**config.mk**
```make
export PLATFORM = sky130hd
export DESIGN_NAME = fixed_point_sum_accumulator_flat
export DESIGN_NICKNAME = d
export VERILOG_FILES = /design/src/rtl/fxp_pkg.sv /design/src/rtl/fixed_point_sum_accumulator_if.sv /design/src/rtl/fxp_sat_add.sv /design/src/rtl/fixed_point_sum_accumulator.sv /design/src/flat_wrapper.sv
export SDC_FILE = /design/constraint.sdc
export NUM_CORES = 1
export LEC_CHECK = 0
export BUFFER_PORTS_ARGS = -buffer_cell sky130_fd_sc_hd__buf_2
export CAP_MARGIN = 20
export CORE_AREA = 2 2 65 67
export CTS_CLUSTER_SIZE = 25
export DETAILED_ROUTE_END_ITERATION = 8
export DIE_AREA = 0 0 67 69
export PLACE_DENSITY = 0.54
export REMOVE_ABC_BUFFERS = 1
export SLEW_MARGIN = 20
export SYNTH_ARGS = -nofsm -noshare
export SYNTH_HDL_FRONTEND = slang
export SYNTH_HIERARCHICAL = 1
export SYNTH_SLANG_ARGS = --single-unit
export TNS_END_PERCENT = 100
```
**constraint.sdc**
```tcl
create_clock -name clk -period 2.8 [get_ports clk]
set_clock_uncertainty 0.1 [all_clocks]
set_input_delay 0.14 -clock clk [delete_from_list [all_inputs] [get_ports clk]]
set_output_delay 0.14 -clock clk [all_outputs]
set_load 0.005 [all_outputs]
```
**src/rtl/fxp_pkg.sv**
```systemverilog
// Shared constants, state type and width helper for the Q3.2 fixed-point accumulating stages.
package fxp_pkg;

  localparam int unsigned FRAC_BITS = 2;
  localparam int unsigned SUM_W     = 5;
  localparam logic [SUM_W-1:0] MEAN_MAX = 5'd31;

  typedef enum logic [0:0] {
    ACCUM = 1'b0,
    HOLD  = 1'b1
  } fxp_state_e;

  function automatic int unsigned clog2(input int unsigned v);
    int unsigned r;
    int unsigned x;
    r = 0;
    x = 1;
    while (x < v) begin
      x = x << 1;
      r++;
    end
    return r;
  endfunction

endpackage

```
**src/rtl/fixed_point_sum_accumulator_if.sv**
```systemverilog
// Sample-in / result-out handshake bundle of the fixed-point sum accumulator.
interface fixed_point_sum_accumulator_if #(
  parameter int unsigned ACC_W = 8
);
  import fxp_pkg::*;

  logic [SUM_W-1:0] sum_in;
  logic             in_valid;
  logic             in_ready;
  logic [ACC_W-1:0] total;
  logic [SUM_W-1:0] mean;
  logic             sat;
  logic             out_valid;
  logic             out_ready;

  modport master (
    output sum_in, in_valid, out_ready,
    input  in_ready, total, mean, sat, out_valid
  );

  modport slave (
    input  sum_in, in_valid, out_ready,
    output in_ready, total, mean, sat, out_valid
  );

endinterface

```
**src/rtl/fxp_sat_add.sv**
```systemverilog
// Unsigned ACC_W-bit + SUM_W-bit adder that saturates at all-ones and flags the overflow.
module fxp_sat_add
  import fxp_pkg::*;
#(
  parameter int unsigned ACC_W = 8
) (
  input  logic [ACC_W-1:0] acc_i,
  input  logic [SUM_W-1:0] add_i,
  output logic [ACC_W-1:0] sum_o,
  output logic             ovf_o
);

  logic [ACC_W:0] full;

  always_comb begin
    full  = {1'b0, acc_i} + (ACC_W + 1)'(add_i);
    ovf_o = full[ACC_W];
    sum_o = ovf_o ? '1 : full[ACC_W-1:0];
  end

endmodule

```
**src/rtl/fixed_point_sum_accumulator.sv**
```systemverilog
// Accumulates N_SAMPLES Q3.2 sums with saturation and presents the block total and mean
// on a held valid/ready output.
module fixed_point_sum_accumulator
  import fxp_pkg::*;
#(
  parameter int unsigned N_SAMPLES = 4,
  parameter int unsigned ACC_W     = 8
) (
  input  logic                         clk,
  input  logic                         rst_n,
  input  logic                         clear,
  fixed_point_sum_accumulator_if.slave bus
);

  localparam int unsigned ShiftW = clog2(N_SAMPLES);
  localparam int unsigned CntW   = ShiftW + 1;
  localparam logic [CntW-1:0] LastCnt = CntW'(N_SAMPLES - 1);

  fxp_state_e       state_q, state_d;
  logic [ACC_W-1:0] acc_q, acc_d;
  logic [CntW-1:0]  cnt_q, cnt_d;
  logic             sat_acc_q, sat_acc_d;
  logic             in_ready_q, in_ready_d;
  logic [ACC_W-1:0] total_q, total_d;
  logic [SUM_W-1:0] mean_q, mean_d;
  logic             sat_q, sat_d;

  logic [ACC_W-1:0] add_sum;
  logic             add_ovf;
  logic [ACC_W-1:0] mean_full;
  logic [SUM_W-1:0] mean_clamp;
  logic             accept;

  fxp_sat_add #(
    .ACC_W(ACC_W)
  ) u_sat_add (
    .acc_i(acc_q),
    .add_i(bus.sum_in),
    .sum_o(add_sum),
    .ovf_o(add_ovf)
  );

  always_comb begin
    mean_full  = add_sum >> ShiftW;
    mean_clamp = (mean_full > ACC_W'(MEAN_MAX)) ? MEAN_MAX : mean_full[SUM_W-1:0];
    accept     = bus.in_valid & in_ready_q & (state_q == ACCUM);
  end

  always_comb begin
    state_d   = state_q;
    acc_d     = acc_q;
    cnt_d     = cnt_q;
    sat_acc_d = sat_acc_q;
    total_d   = total_q;
    mean_d    = mean_q;
    sat_d     = sat_q;

    if (clear) begin
      // Abort wins over everything, including a same-cycle sample or handshake.
      state_d   = ACCUM;
      acc_d     = '0;
      cnt_d     = '0;
      sat_acc_d = 1'b0;
      total_d   = '0;
      mean_d    = '0;
      sat_d     = 1'b0;
    end else begin
      unique case (state_q)
        ACCUM: begin
          if (accept) begin
            acc_d     = add_sum;
            cnt_d     = cnt_q + CntW'(1);
            sat_acc_d = sat_acc_q | add_ovf;
            if (cnt_q == LastCnt) begin
              total_d = add_sum;
              mean_d  = mean_clamp;
              sat_d   = sat_acc_q | add_ovf;
              state_d = HOLD;
            end
          end
        end
        HOLD: begin
          if (bus.out_ready) begin
            state_d   = ACCUM;
            acc_d     = '0;
            cnt_d     = '0;
            sat_acc_d = 1'b0;
            total_d   = '0;
            mean_d    = '0;
            sat_d     = 1'b0;
          end
        end
        default: state_d = ACCUM;
      endcase
    end

    in_ready_d = (state_d == ACCUM);
  end

  always_ff @(posedge clk or negedge rst_n) begin
    if (!rst_n) begin
      state_q    <= ACCUM;
      acc_q      <= '0;
      cnt_q      <= '0;
      sat_acc_q  <= 1'b0;
      in_ready_q <= 1'b0;
      total_q    <= '0;
      mean_q     <= '0;
      sat_q      <= 1'b0;
    end else begin
      state_q    <= state_d;
      acc_q      <= acc_d;
      cnt_q      <= cnt_d;
      sat_acc_q  <= sat_acc_d;
      in_ready_q <= in_ready_d;
      total_q    <= total_d;
      mean_q     <= mean_d;
      sat_q      <= sat_d;
    end
  end

  assign bus.in_ready  = in_ready_q;
  assign bus.out_valid = (state_q == HOLD);
  assign bus.total     = total_q;
  assign bus.mean      = mean_q;
  assign bus.sat       = sat_q;

endmodule
```
**src/flat_wrapper.sv**
```systemverilog
// flat-port wrapper written by rule: the top's interface ports become plain ports
module fixed_point_sum_accumulator_flat import fxp_pkg::*;
#(
  parameter int unsigned N_SAMPLES = 4,
  parameter int unsigned ACC_W     = 8
)
  (clk, rst_n, clear, bus_sum_in, bus_in_valid, bus_out_ready, bus_in_ready, bus_total, bus_mean, bus_sat, bus_out_valid);
  fixed_point_sum_accumulator_if #(.ACC_W(ACC_W)) bus_i ();
  input  logic clk;
  input  logic rst_n;
  input  logic clear;
  input wire logic [$bits(bus_i.sum_in)-1:0] bus_sum_in;
  input wire logic [$bits(bus_i.in_valid)-1:0] bus_in_valid;
  input wire logic [$bits(bus_i.out_ready)-1:0] bus_out_ready;
  output wire logic [$bits(bus_i.in_ready)-1:0] bus_in_ready;
  output wire logic [$bits(bus_i.total)-1:0] bus_total;
  output wire logic [$bits(bus_i.mean)-1:0] bus_mean;
  output wire logic [$bits(bus_i.sat)-1:0] bus_sat;
  output wire logic [$bits(bus_i.out_valid)-1:0] bus_out_valid;
  assign bus_i.sum_in = bus_sum_in;
  assign bus_i.in_valid = bus_in_valid;
  assign bus_i.out_ready = bus_out_ready;
  assign bus_in_ready = bus_i.in_ready;
  assign bus_total = bus_i.total;
  assign bus_mean = bus_i.mean;
  assign bus_sat = bus_i.sat;
  assign bus_out_valid = bus_i.out_valid;
  fixed_point_sum_accumulator #(.N_SAMPLES(N_SAMPLES), .ACC_W(ACC_W)) u_core (.clk(clk), .rst_n(rst_n), .clear(clear), .bus(bus_i));
endmodule
```
==> flow_summary.yaml <==
routing:
  drtPass1Iterations: 4
  drt_iter0_drc: 64
  drc: 0
  routed_via_density: 5.36
  final_antenna_net_count: 0
  num_vias: 1125
  routed_wl_mm: 3.21
  avgRoutedWirePerCell_um: 15.3
sta:
  period_share_pct: 82.1
  setup_tns_ns: 0
  fmax_mhz: 435
  worst_pin_slew_ns: 0.698
  rsz0062_at_grt: "no"
  hold_viol_final: 0
  fin_crit_ns: 2.30
  slew_headroom_pct: 53.2
  final_max_slew_viol_count: 0
  setup_viol: 0
hold_path:
  min-delay-start: "bus_out_ready"
  hold_class: "in -> reg"
finish:
  drive_gt1_share_pct: 26.9
  num_antenna_cells: 0
  final_nets: 179
  area_growth_pct: 15.9
floorplanning:
  start_util_pct: 38.5
  ios: 26
  die_height_um: 69
  die_area_um2: 4620
  die_w_um: 67
  fp.coreArea_um2: 3910
  num_rows: 23
placed_design:
  dp_hpwl_mm: 2.36
  gp_congestion: 0.768
  io_buffers: 25
pwr:
  switching_share_pct: 25.7
  power_frac_seq_pct: 47.6
  intPower_uw: 674
  netSwitchingPower_uw: 233
  total_power_uw: 908
  combPwrFrac_pct: 17.8
  p_clk_share_pct: 34.7
  powerDensity_nw_per_um2: 520
  p_leak_nw: 0.839
  vdd_ir_drop_max_uv: 230
clocking:
  tritoncts: "yes"
  postCtsHoldBufs: 1
  htree_levels: 1
  cts_buffers: 3
  clkSinkCount: 28
  clockBufferDepth: 2
  clock-root-buffer: "clkbuf_8"
  clkTransAtPathRegs_ns: 0.09
  clock_latency_ns: 0.27
  postCtsSetupBuffers: 0
  cts.repair.resized: 0
global_routing:
  grt_pass1_wl_mm: 5.56
  antenna_found_initial: 0
  grt_use_total_pct: 15.4
  grt_max_degree: 29
  grt_overflow: 0
  grt_pass1_vias: 1195
critical_path:
  cp-end-kind: "flop"
  setup.worst_path.class: "reg -> reg"
  reg2reg_from: "u_core/acc_q[0]"
  worstSetupStartpoint: "u_core/acc_q[0]"
  crit_required_ns: 2.87
  cp-start-kind: "flop"
  critical_path_arrival_ns: 2.37
  crit_fanout: 7
logic_synthesis:
  synth_area_um2: 1510
  yosys-top-cells-count: "dfrtp_1, a22o_1, nor2_1, nand2_1"
  synthFlopType: "dfrtp_1"
  synth_area_per_cell_um2: 11.1
  synth_xor_area_share_pct: 1.75
  synth_seq_area_share_pct: 46.6
  synth-seq-cells: 28
  async_reset_ff_share_pct: 100
  synth_edf_count: 0
  yosys_warnings: 6
  synth_top_area_share_pct: 46.6
  yosys.area.top_type: "dfrtp_1"
  synth_area_leaders: "dfrtp_1, a22o_1, ha_1"
  synth_top_family_by_area: "compound AO/OA/AOI/OAI gates"
  synth_simple_gate_area_share_pct: 16.9
  synthMuxAreaShare_pct: 0.748
  synth_adder_area_share_pct: 7.15
  synth_cells: 135
  synth_compound_gate_area_share_pct: 23.7
  yosys.cell_types.count: 37
  synth.most_common_cell: "dfrtp_1"
outcome:
  status: "completed"
job:
  maxCapViolations: 0
==> flip-flops by register name (all words and copies together) (netlist names) <==
signal / flops
u_core/acc_q: 8
u_core/bus.in_ready: 1
u_core/bus.mean: 5
u_core/bus.out_valid: 1
u_core/bus.sat: 1
u_core/bus.total: 8
u_core/cnt_q: 3
u_core/sat_acc_q: 1
==> critical path, cell delays in order (launching register included) <==
cell	delay, ns
dfrtp_1	0.40
ha_1	0.23
fa_1	0.44
a211oi_2	0.31
o21ai_2	0.13
nor2_1	0.13
a21oi_1	0.19
nor2_1	0.20
o2bb2ai_2	0.08
==> logic make-up after synthesis <==
kind of cell	Yosys count
compound gates	42
xor+xnor	3
fa+ha+maj	8
buf+inv	10
flops	28
mux	1
simple gates	43
==> path summary, 6_finish.rpt <==
check	end	slack, ns	depth (start not counted)
worst max-delay path	u_core/bus.mean[1]	0.50	8
worst min-delay path	u_core/bus.out_valid	0.09	3
worst max register to register	u_core/bus.mean[1]	0.50	8
worst min register to register	u_core/bus.mean[1]	0.40	1
max in group asynchronous	u_core/acc_q[1]	1.89	2
min in group asynchronous	u_core/bus.total[0]	0.31	2
==> through the flow <==
stage	cell area, um^2	util, %	setup WS (ns)	instances	hold WS, ns
finish	1740	44.6	0.500	210	0.0948
global route	1740	44.6	0.312	210	0.0866
CTS	1740	44.6	0.499	210	0.0833
detailed placement	1660	42.5	0.521	205	0.102
global placement	1660	42.5	0.558	205	0.0887
floorplan	1480	-	0.732	130	-0.256
==> cell usage in the layout (no fill, tap or decap), types with 2 or more instances in the layout <==
cell type,netlist,layout
xnor2_1,3,3
a22o_1,15,15
inv_1,5,5
nand3_1,6,6
a21oi_1,7,7
a211oi_1,2,2
nand2_1,9,9
nor2_1,10,10
dfrtp_1,28,28
nand3b_1,2,2
a31oi_1,3,3
buf_2,3,25
o2bb2ai_2,5,5
nand4b_1,2,2
o21ai_1,3,3
nand2b_1,4,4
clkbuf_8,0,3
nor2b_1,2,2
ha_1,7,7
==> power by group through the flow <==
| stage | clock [mW] | sequential (mW) | combinational (mW) |
|---|---|---|---|
| CTS | 0.327 | 0.432 | 0.163 |
| detailed placement | 0 | 0.440 | 0.162 |
| floorplan | 0 | 0.437 | 0.115 |
| finish | 0.315 | 0.432 | 0.161 |
| global placement | 0 | 0.439 | 0.160 |
| global route | 0.344 | 0.433 | 0.181 |
==> final cells by class <==
class                   instances  area, um^2
flip-flops and latches         28         701
well taps                      50        62.6
multi-input cells              97         756
repair buffers                 26         135
clock buffers                   3        41.3
inverters                       5        18.8
fillers                       399        2170
clock inverters                 1        30.0
==> per-layer routing <==
| layer | up-vias | track usage (%) | part of all wire, % |
|---|---|---|---|
| li1 | 552 | - | - |
| met1 | 553 | 20.3 | 46 |
| met2 | 18 | 25.9 | 50 |
| met3 | 2 | 2.12 | 3.0 |
| met4 | 0 | 4.76 | 0.44 |
| met5 | - | 0 | 0 |
(Power assumes the default switching activity.)
